**config.mk**
```make
export PLATFORM = sky130hd
export DESIGN_NAME = cus42_scroll_fetch
export DESIGN_NICKNAME = d
export VERILOG_FILES = /design/src/rtl/system86_video_pkg.sv /design/src/rtl/scroll_layer_counter.sv /design/src/rtl/cus42_scroll_fetch.sv
export SDC_FILE = /design/constraint.sdc
export NUM_CORES = 1
export LEC_CHECK = 0
export CAP_MARGIN = 5
export CORE_MARGIN = 2
export CORE_UTILIZATION = 61
export CTS_CLUSTER_SIZE = 20
export DETAILED_ROUTE_END_ITERATION = 10
export PLACE_DENSITY = 0.85
export RECOVER_POWER = 100
export SKIP_CTS_REPAIR_TIMING = 1
export SYNTH_ARGS = -nofsm -noshare
export SYNTH_HDL_FRONTEND = slang
export SYNTH_SLANG_ARGS = --single-unit
```
**constraint.sdc**
```tcl
create_clock -name CLK_6M -period 3.12 [get_ports CLK_6M]
set_clock_uncertainty 0.05 [all_clocks]
set_input_delay 0.936 -clock CLK_6M [delete_from_list [all_inputs] [get_ports CLK_6M]]
set_output_delay 0.936 -clock CLK_6M [all_outputs]
set_load 0.005 [all_outputs]
```
**src/rtl/system86_video_pkg.sv**
```systemverilog
// ---------------------------------------------------------------------------
// system86_video_pkg
// Shared constants for the tilemap scroll/fetch path: default counter and
// address widths, the CPU register map and the 8-pixel fetch phase slots.
// ---------------------------------------------------------------------------
package system86_video_pkg;

    localparam int HS_W_DEF = 9;   // 512-pixel map
    localparam int VS_W_DEF = 8;   // 256-line map
    localparam int AW_DEF   = 12;  // {layer, v[7:3], h[8:3]}

    // Write-only register map
    localparam logic [2:0] REG_HSA_LO = 3'd0;
    localparam logic [2:0] REG_HSA_HI = 3'd1;
    localparam logic [2:0] REG_VSA    = 3'd2;
    localparam logic [2:0] REG_CTRL   = 3'd3;
    localparam logic [2:0] REG_HSB_LO = 3'd4;
    localparam logic [2:0] REG_HSB_HI = 3'd5;
    localparam logic [2:0] REG_VSB    = 3'd6;

    // Fetch phase slots within each 8-pixel group
    localparam logic [2:0] PH_ADDR_A = 3'd0;
    localparam logic [2:0] PH_CAP_A  = 3'd1;
    localparam logic [2:0] PH_ADDR_B = 3'd4;
    localparam logic [2:0] PH_CAP_B  = 3'd5;
    localparam logic [2:0] PH_OUT    = 3'd7;

endpackage

```
**src/rtl/scroll_layer_counter.sv**
```systemverilog
// ---------------------------------------------------------------------------
// scroll_layer_counter
// One background layer: double-buffered H/V scroll registers, scrolled pixel
// and line counters, and the tilemap row/column of the next tile to fetch.
// Ports:
//   CLK_6M, rst_n          pixel clock, async active-low reset
//   we_hs_lo/we_hs_hi/we_vs write strobes for HS[7:0], HS[8], VS
//   wdata                  CPU write data
//   copy                   shadow -> active transfer (vblank start)
//   flip                   screen flip, inverts row/column/fine
//   nhreset, nvreset       line / frame start (active low)
//   hstart                 first cycle after nhreset returns high
//   row, col               tile row/column the counters reach next cycle,
//                          column already advanced one tile (prefetch)
//   fine                   fine X offset from the active H scroll
// ---------------------------------------------------------------------------
module scroll_layer_counter
    import system86_video_pkg::*;
#(
    parameter int HS_W = HS_W_DEF,
    parameter int VS_W = VS_W_DEF
) (
    input  logic            CLK_6M,
    input  logic            rst_n,
    input  logic            we_hs_lo,
    input  logic            we_hs_hi,
    input  logic            we_vs,
    input  logic [7:0]      wdata,
    input  logic            copy,
    input  logic            flip,
    input  logic            nhreset,
    input  logic            nvreset,
    input  logic            hstart,
    output logic [VS_W-4:0] row,
    output logic [HS_W-4:0] col,
    output logic [2:0]      fine
);

    logic [HS_W-1:0] hs_sh, hs_act, h, h_nxt;
    logic [VS_W-1:0] vs_sh, vs_act, v, v_nxt;

    // Next-cycle counter values: the top issues addresses registered on the
    // edge that enters a phase, so it needs the counters of that phase.
    always_comb begin
        h_nxt = nhreset ? h + HS_W'(1) : hs_act;
        if (!nvreset)
            v_nxt = vs_act;
        else if (hstart)
            v_nxt = v + VS_W'(1);
        else
            v_nxt = v;
        // (h+8)[8:3] is simply h[8:3]+1, wrapping with the map width
        col  = (h_nxt[HS_W-1:3] + (HS_W-3)'(1)) ^ {(HS_W-3){flip}};
        row  = v_nxt[VS_W-1:3] ^ {(VS_W-3){flip}};
        fine = hs_act[2:0] ^ {3{flip}};
    end

    always_ff @(posedge CLK_6M or negedge rst_n) begin
        if (!rst_n) begin
            hs_sh  <= '0;
            hs_act <= '0;
            vs_sh  <= '0;
            vs_act <= '0;
            h      <= '0;
            v      <= '0;
        end else begin
            // Active takes the pre-write shadow when a write coincides with copy
            if (copy) begin
                hs_act <= hs_sh;
                vs_act <= vs_sh;
            end
            if (we_hs_lo) hs_sh[7:0]      <= wdata;
            if (we_hs_hi) hs_sh[HS_W-1:8] <= wdata[HS_W-9:0];
            if (we_vs)    vs_sh           <= wdata[VS_W-1:0];
            h <= h_nxt;
            v <= v_nxt;
        end
    end

endmodule

```
**src/rtl/cus42_scroll_fetch.sv**
```systemverilog
// ---------------------------------------------------------------------------
// cus42_scroll_fetch
// Two-layer tilemap scroll/fetch sequencer. Every 8 pixels it reads the next
// tile word for layer A and layer B from tilemap VRAM and presents both with
// a one-cycle TILE_STB.
// Ports:
//   CLK_6M, rst_n             pixel clock, async active-low reset
//   nHRESET/nVRESET/nVBLANK   timing generator line/frame/blank signals
//   CPU_WE, CPU_A, CPU_D      scroll/control register writes
//   VRAM_A, VRAM_D            tilemap read address / data (data next cycle)
//   TILE_A, TILE_B            tile words for layer A / B
//   FINE_A, FINE_B            fine X offsets
//   TILE_STB                  tile outputs updated this cycle
// Build option: CUS42_FLIP_SCREEN_EN adds the CTRL[0] screen-flip bit.
// ---------------------------------------------------------------------------
module cus42_scroll_fetch
    import system86_video_pkg::*;
#(
    parameter int HS_W = HS_W_DEF,
    parameter int VS_W = VS_W_DEF,
    parameter int AW   = AW_DEF
) (
    input  logic          CLK_6M,
    input  logic          rst_n,
    input  logic          nHRESET,
    input  logic          nVRESET,
    input  logic          nVBLANK,
    input  logic          CPU_WE,
    input  logic [2:0]    CPU_A,
    input  logic [7:0]    CPU_D,
    output logic [AW-1:0] VRAM_A,
    input  logic [15:0]   VRAM_D,
    output logic [15:0]   TILE_A,
    output logic [15:0]   TILE_B,
    output logic [2:0]    FINE_A,
    output logic [2:0]    FINE_B,
    output logic          TILE_STB
);

    logic [2:0]      phase, phase_nxt;
    logic            nhreset_d, nvblank_d;
    logic            vblank_fall, hstart;
    logic            flip_act;
    logic [15:0]     pend_a, pend_b;
    logic [VS_W-4:0] row_a, row_b;
    logic [HS_W-4:0] col_a, col_b;
    logic [2:0]      fine_a, fine_b;

    assign vblank_fall = nvblank_d & ~nVBLANK;
    assign hstart      = nHRESET & ~nhreset_d;
    // Line start restarts the group, dropping any partial fetch
    assign phase_nxt   = nHRESET ? phase + 3'd1 : 3'd0;

`ifdef CUS42_FLIP_SCREEN_EN
    logic flip_sh;

    always_ff @(posedge CLK_6M or negedge rst_n) begin
        if (!rst_n) begin
            flip_sh  <= 1'b0;
            flip_act <= 1'b0;
        end else begin
            if (vblank_fall)
                flip_act <= flip_sh;
            if (CPU_WE && CPU_A == REG_CTRL)
                flip_sh <= CPU_D[0];
        end
    end
`else
    assign flip_act = 1'b0;
`endif

    scroll_layer_counter #(.HS_W(HS_W), .VS_W(VS_W)) u_layer_a (
        .CLK_6M   (CLK_6M),
        .rst_n    (rst_n),
        .we_hs_lo (CPU_WE && CPU_A == REG_HSA_LO),
        .we_hs_hi (CPU_WE && CPU_A == REG_HSA_HI),
        .we_vs    (CPU_WE && CPU_A == REG_VSA),
        .wdata    (CPU_D),
        .copy     (vblank_fall),
        .flip     (flip_act),
        .nhreset  (nHRESET),
        .nvreset  (nVRESET),
        .hstart   (hstart),
        .row      (row_a),
        .col      (col_a),
        .fine     (fine_a)
    );

    scroll_layer_counter #(.HS_W(HS_W), .VS_W(VS_W)) u_layer_b (
        .CLK_6M   (CLK_6M),
        .rst_n    (rst_n),
        .we_hs_lo (CPU_WE && CPU_A == REG_HSB_LO),
        .we_hs_hi (CPU_WE && CPU_A == REG_HSB_HI),
        .we_vs    (CPU_WE && CPU_A == REG_VSB),
        .wdata    (CPU_D),
        .copy     (vblank_fall),
        .flip     (flip_act),
        .nhreset  (nHRESET),
        .nvreset  (nVRESET),
        .hstart   (hstart),
        .row      (row_b),
        .col      (col_b),
        .fine     (fine_b)
    );

    always_ff @(posedge CLK_6M or negedge rst_n) begin
        if (!rst_n) begin
            phase     <= 3'd0;
            nhreset_d <= 1'b1;
            nvblank_d <= 1'b1;
            VRAM_A    <= '0;
            pend_a    <= '0;
            pend_b    <= '0;
            TILE_A    <= '0;
            TILE_B    <= '0;
            FINE_A    <= '0;
            FINE_B    <= '0;
            TILE_STB  <= 1'b0;
        end else begin
            phase     <= phase_nxt;
            nhreset_d <= nHRESET;
            nvblank_d <= nVBLANK;

            // Address stage: registered on entry to its phase, held otherwise
            if (phase_nxt == PH_ADDR_A)
                VRAM_A <= {1'b0, row_a, col_a};
            else if (phase_nxt == PH_ADDR_B)
                VRAM_A <= {1'b1, row_b, col_b};

            // Capture stage: data answers the address of the previous phase
            if (phase == PH_CAP_A) pend_a <= VRAM_D;
            if (phase == PH_CAP_B) pend_b <= VRAM_D;

            // Output stage: both layers published together in the last phase
            TILE_STB <= (phase_nxt == PH_OUT);
            if (phase_nxt == PH_OUT) begin
                TILE_A <= pend_a;
                TILE_B <= pend_b;
                FINE_A <= fine_a;
                FINE_B <= fine_b;
            end
        end
    end

endmodule
```
==> results of run 1 <==
==> flip-flops by register name, indices dropped and copies added, names as in the netlist, 9 cells and up <==
register and cells:
TILE_A 16, TILE_B 16, pend_a 16, pend_b 16, VRAM_A 12, u_layer_a.h 9
u_layer_a.hs_act 9, u_layer_a.hs_sh 9, u_layer_b.h 9, u_layer_b.hs_act 9, u_layer_b.hs_sh 9
==> Yosys cell counts (2+ instances only) <==
cell type  count
ha_1           7
nor2_1        37
a31oi_1        4
xor2_1        13
nand3b_1       3
clkbuf_1      22
or3_1          6
inv_1          7
nor3_2         2
dfstp_2        2
mux2i_1        8
o21ai_0       15
mux2_2       102
o21ai_2        2
nor2b_1        2
nand4_1        5
buf_2          3
nand4b_1       2
xnor2_1       10
nand2_1      150
o31ai_2        2
nand2b_1       2
dfrtp_1      188
a21oi_1       25
a31o_2         2
nor3_1         3
nand3_1        9
o21a_1         3
==> area by class of cell <==
type,instances,area [sq um]
multi-input combinational,433,2900
fill,793,3140
clock buffer,20,467
tap,172,215
clock inverter,10,139
sequential,190,4760
timing repair buffer,98,926
inverter,7,26.3
==> power by group <==
group / internal [mW] / total [mW] / switching (mW)
Combinational: 1.02 / 1.83 / 0.811
Clock: 1.31 / 2.21 / 0.895
Sequential: 3.25 / 3.77 / 0.523
==> kinds of logic (layout without fill, tap and decap cells) <==
kind of cell,count (synthesis),count (layout)
XOR/XNOR,23,23
buffers and inverters,34,135
AO/OA/AOI/OAI,63,63
multiplexers,110,110
adder cells (fa/ha/maj),7,7
flip-flops,190,190
AND/OR/NAND/NOR,230,230
==> worst max-delay path by stage <==
stage | startpoint | end | slack (ns) | depth (start not counted)
4_1_cts | nHRESET | VRAM_A[5]$_DFFE_PN0P_ | 0.70 | 7
2_1_floorplan | nHRESET | VRAM_A[4]$_DFFE_PN0P_ | 0.84 | 6
6_report | nHRESET | VRAM_A[4]$_DFFE_PN0P_ | 0.45 | 8
3_3_place_gp | nHRESET | VRAM_A[10]$_DFFE_PN0P_ | 0.32 | 8
5_1_grt | rst_n | u_layer_a.h[0]$_DFF_PN0_ | 0.31 | 2
3_5_place_dp | nHRESET | VRAM_A[5]$_DFFE_PN0P_ | 0.25 | 7
==> per-layer routing <==
layer | vias to the layer above | part of all wire | wire length (um)
li1 | 2410 | - | -
met1 | 2615 | 0.46 | 7450
met2 | 124 | 0.48 | 7790
met3 | 29 | 0.039 | 637
met4 | 0 | 0.020 | 325
met5 | - | 0 | 0
==> metrics by stage <==
step | worst slack, ns | utilization | power, mW | std cells | instance area [sq um]
2_1_floorplan | 0.836 | - | 4.69 | 657 | 7810
3_3_place_gp | 0.317 | 0.708 | 5.61 | 900 | 8900
3_5_place_dp | 0.249 | 0.708 | 5.76 | 900 | 8900
4_1_cts | 0.699 | 0.756 | 7.99 | 930 | 9510
5_1_grt | 0.311 | 0.750 | 8.23 | 930 | 9430
6_report | 0.445 | 0.750 | 7.81 | 930 | 9430
==> worst max-delay path, stage by stage <==
cell,delay (ns)
dlygate4sd3_1,0.57
buf_12,0.17
o21ai_1,0.35
nor2_1,0.12
a21o_1,0.20
ha_1,0.22
and4_1,0.17
o31ai_2,0.20
==> results.cfg, run 1 <==
[yosys]
syn_nets = 697
yosysUniqueCellTypes = 49
yosys-top-cells-area = dfrtp_1 60%, mux2_2 15%, nand2_1 7.2%, nor2_1 1.8%, a21oi_1 1.6%
yosys.area_share.xor_xnor = 0.0258
synth-seq-area-share = 0.609
ys_warn_count = 0
synth.largest_area_cell = dfrtp_1
syn_area_sq_um = 7810
synthAdderAreaFrac = 0.0112
synthCells = 657
ys_ff_latch = 190
synth_top_family_by_area = multiplexers
synth_compound_area_frac = 0.0522
yosysTopAreaCellShare = 0.602
muxShareOfSynthArea = 0.157
synth-edff-count = 0
async_flop_share = 1.00
synth_flop_cell = dfrtp_1
synth_area_per_cell_sq_um = 11.9
synth-simple-area-share = 0.127

[grt]
overflow = 0
grt_util_met3 = 0.0546
grt_use_total = 0.254
busiest_layer = met2
grt_pass1_wl_um = 26400
grt_pass1_vias = 5245
grt_start_max_net_pins = 58
grt_use_met1 = 0.356
antenna_found_initial = 0
use_met2 = 0.394

[setup_path]
r2r-end = VRAM_A[4]$_DFFE_PN0P_
cp-start-kind = primary input
worstRegToRegCells = 8
cp.required_ns = 3.41
crit_arrival_ns = 2.97
ff2ff_setup_slack_ns = 0.66
path_max_fanout = 27
r2r_start = phase[0]$_DFF_PN0_
path_class = in -> reg
cp-end-kind = flop

[final_layout]
num_antenna_cells = 0
drive_gt1_frac = 0.204
most-common-layout-cells = 188 x dfrtp_1, 150 x nand2_1, 100 x mux2_2
final_common_cell = dfrtp_1
layout.nets = 787
syn2layout_area_growth_pct = 20.6

[detailed_routing]
final_antenna_net_count = 0
vias = 5178
drc = 0
drt_iter0_drc = 374
wire_per_inst_um = 17.4
routed_wl_um = 16200
via_per_inst = 5.57
dr.pass1.iters = 5

[timing]
slew_viol_final = 0
fin_hold_ws_ns = 0.417
fin_setup_tns_ns = 0
rsz0062_at_grt = no
fmax_mhz = 374
setup_viol = 0
post-route-min-period_ns = 2.67
finalHoldViolCount = 0
period_share = 0.857
worstMarginPinSlew_ns = 1.27
slew_headroom = 0.151

[place]
gp_congestion = 0.865
dp_hpwl_um = 11100
port_buffers = 83

[worst_hold_path]
holdCritPathClass = reg -> reg
min_to = TILE_B[8]$_DFFE_PN0P_
whs_path_depth = 2
hold_path.startpoint = pend_b[8]$_DFFE_PN0N_

[power]
power_density_nw_per_um2 = 829
ir_drop_mv = 0.460
p_leak_nw = 4.29

[die]
fp.dieH_um = 117
start_util = 0.622
io_pins = 84
core_area_sq_um = 12600
chipWidth_um = 117
dieArea_sq_um = 13700
num_rows = 41

[cts]
cts_tree = done
clockRootBuffer = clkbuf_16
cts_made_buffers = 17
clk_path_buf_depth = 2
clk_pin_slew_ns = 0.06
clock-sinks = 190
insertion_delay_ns = 0.43
h-tree-depth = 4

[run]
max-cap-violations = 0

[status]
status = complete, no violations
Note: power is estimated with default switching activity, not from simulation.
==> run 2, diff against run 1 <==
--- a/config.mk
+++ b/config.mk
@@ -8,6 +8,7 @@
 export CAP_MARGIN = 5
 export CORE_MARGIN = 2
 export CORE_UTILIZATION = 61
+export CTS_CLUSTER_DIAMETER = 30
 export CTS_CLUSTER_SIZE = 20
 export DETAILED_ROUTE_END_ITERATION = 10
 export PLACE_DENSITY = 0.85
==> results of run 2 <==
No change in the layout: final DEF, timing and power equal those of run 1.
==> run 3, diff against run 2 <==
--- a/config.mk
+++ b/config.mk
@@ -9,10 +9,11 @@
 export CORE_MARGIN = 2
 export CORE_UTILIZATION = 61
 export CTS_CLUSTER_DIAMETER = 30
-export CTS_CLUSTER_SIZE = 20
+export CTS_CLUSTER_SIZE = 40
 export DETAILED_ROUTE_END_ITERATION = 10
 export PLACE_DENSITY = 0.85
 export RECOVER_POWER = 100
+export REMOVE_ABC_BUFFERS = 1
 export SKIP_CTS_REPAIR_TIMING = 1
 export SYNTH_ARGS = -nofsm -noshare
 export SYNTH_HDL_FRONTEND = slang
==> run 3 against run 2 <==
Compared with the run above: sequential cell count did not move; power increased by 5.5%; combinational power about the same; count of clock-buffer cells in the layout up 1; non-clock buffer count unchanged; clock power increased by 20%; design area is 1.5% higher; sequential share of layout area decreased by 0.73 points; utilization increased by 1.1 points; die area is the same; critical path depth increased by 1.
==> results.cfg, run 3 (synthesis results as in run 1) <==
[status]
status = complete, no violations

[power]
p_leak_nw = 4.36
power_density_nw_per_um2 = 861
ir_drop_mv = 0.459
p_total_mw = 8.24

[grt]
grt_use_met1 = 0.331
busiest_layer = met2
grt_pass1_wl_um = 26100
grt_start_max_net_pins = 61
overflow = 0
use_met2 = 0.415
grt_util_met3 = 0.0499
antenna_found_initial = 0
grt_use_total = 0.252
grt_pass1_vias = 5174

[setup_path]
r2r-end = VRAM_A[4]$_DFFE_PN0P_
crit_arrival_ns = 2.91
worstRegToRegCells = 8
ff2ff_setup_slack_ns = 0.79
path_class = in -> reg
path_max_fanout = 40
r2r_start = phase[0]$_DFF_PN0_
cp-start-kind = primary input
cp.required_ns = 3.44
cp-end-kind = flop

[die]
core_area_sq_um = 12600
io_pins = 84
num_rows = 41
chipWidth_um = 117
dieArea_sq_um = 13700
fp.dieH_um = 117
start_util = 0.622

[timing]
rsz0062_at_grt = no
slew_viol_final = 0
slew_headroom = 0.0452
worstMarginPinSlew_ns = 1.43
setup_viol = 0
timing.final.ws_setup_ns = 0.522
post-route-min-period_ns = 2.60
finalHoldViolCount = 0
fin_setup_tns_ns = 0
fmax_mhz = 385
period_share = 0.833

[final_layout]
final_common_cell = dfrtp_1
syn2layout_area_growth_pct = 22.4
n_fill_cell = 764
num_antenna_cells = 0
drive_gt1_frac = 0.204
layout.nets = 787
most-common-layout-cells = 188 x dfrtp_1, 150 x nand2_1, 101 x mux2_2

[cts]
cts_tree = done
h-tree-depth = 4
clockRootBuffer = clkbuf_16
cts_made_buffers = 17
clk_path_buf_depth = 2
clock-sinks = 190
insertion_delay_ns = 0.43
clk_pin_slew_ns = 0.07

[worst_hold_path]
holdCritPathClass = reg -> reg
whs_path_depth = 2
hold_path.startpoint = pend_b[2]$_DFFE_PN0N_
min_to = TILE_B[2]$_DFFE_PN0P_

[place]
dp_hpwl_um = 10900
gp_congestion = 0.880
port_buffers = 83
place_ws_ns = 0.189

[run]
max-cap-violations = 0

[detailed_routing]
drt_iter0_drc = 394
wire_per_inst_um = 17.3
vias = 5257
via_per_inst = 5.65
routed_wl_um = 16100
drc = 0
dr.pass1.iters = 5
final_antenna_net_count = 0
-- run 3: cell types whose count changed in the layout (fill, tap and decap cells not counted), moves of 2 or more --
cell,before,now
buf_4,5,3
bufinv_16,3,8
clkbuf_1,4,7
clkbuf_2,5,3
clkinvlp_4,4,0
-- run 3: worst max-delay path by stage --
stage / startpoint / endpoint / slack [ns] / cells past startpoint
after detailed placement: nHRESET / VRAM_A[10]$_DFFE_PN0P_ / 0.19 / 8
after floorplan: nVBLANK / u_layer_a.hs_act[0]$_DFFE_PN0P_ / 0.05 / 2
final: nHRESET / FINE_B[2]$_DFFE_PN0P_ / 0.52 / 9
after global placement: nHRESET / VRAM_A[5]$_DFFE_PN0P_ / 0.27 / 7
after global routing: rst_n / FINE_B[0]$_DFFE_PN0P_ / 0.29 / 2
after CTS: nHRESET / VRAM_A[10]$_DFFE_PN0P_ / 0.64 / 8
-- run 3: cell type report --
class | instances | area (sq um) | share of cell area
flip-flops and latches | 190 | 4760 | 0.497
clock buffers | 21 | 480 | 0.0502
multi-input cells | 433 | 2900 | 0.303
well taps | 172 | 215 | 0.0225
inverters | 7 | 26.3 | 0.00275
clock inverters | 10 | 254 | 0.0266
repair buffers | 98 | 932 | 0.0975
-- run 3: through the flow --
stage               cell area (sq um)  hold slack (ns)   util  cells
global route                     9560            0.436  0.761    931
CTS                              9630            0.415  0.767    931
floorplan                        7700            0.383      -    630
global placement                 8900            0.389  0.708    900
detailed placement               8900            0.398  0.708    900
finish                           9560            0.414  0.761    931
-- run 3: layer usage --
| metal | share of wire | wire length [um] |
|---|---|---|
| met4 | 0.020 | 327 |
| met1 | 0.44 | 7010 |
| met3 | 0.047 | 751 |
| met2 | 0.50 | 8020 |
| met5 | 0 | 0 |
-- run 3: report_power, final --
group	internal (mW)	total, mW	switching, mW	leakage [nW]
clock	1.75	2.65	0.904	0.360
combinational	1.02	1.83	0.807	1.70
sequential	3.25	3.76	0.504	2.30
-- run 3: critical path, cell delays in order --
cell and delay (ns):
dlygate4sd3_1 0.58, buf_12 0.21, inv_1 0.17, nor2_1 0.16, nand3b_1 0.16, inv_1 0.11
clkbuf_1 0.36, nand2_1 0.12, nand2_1 0.07
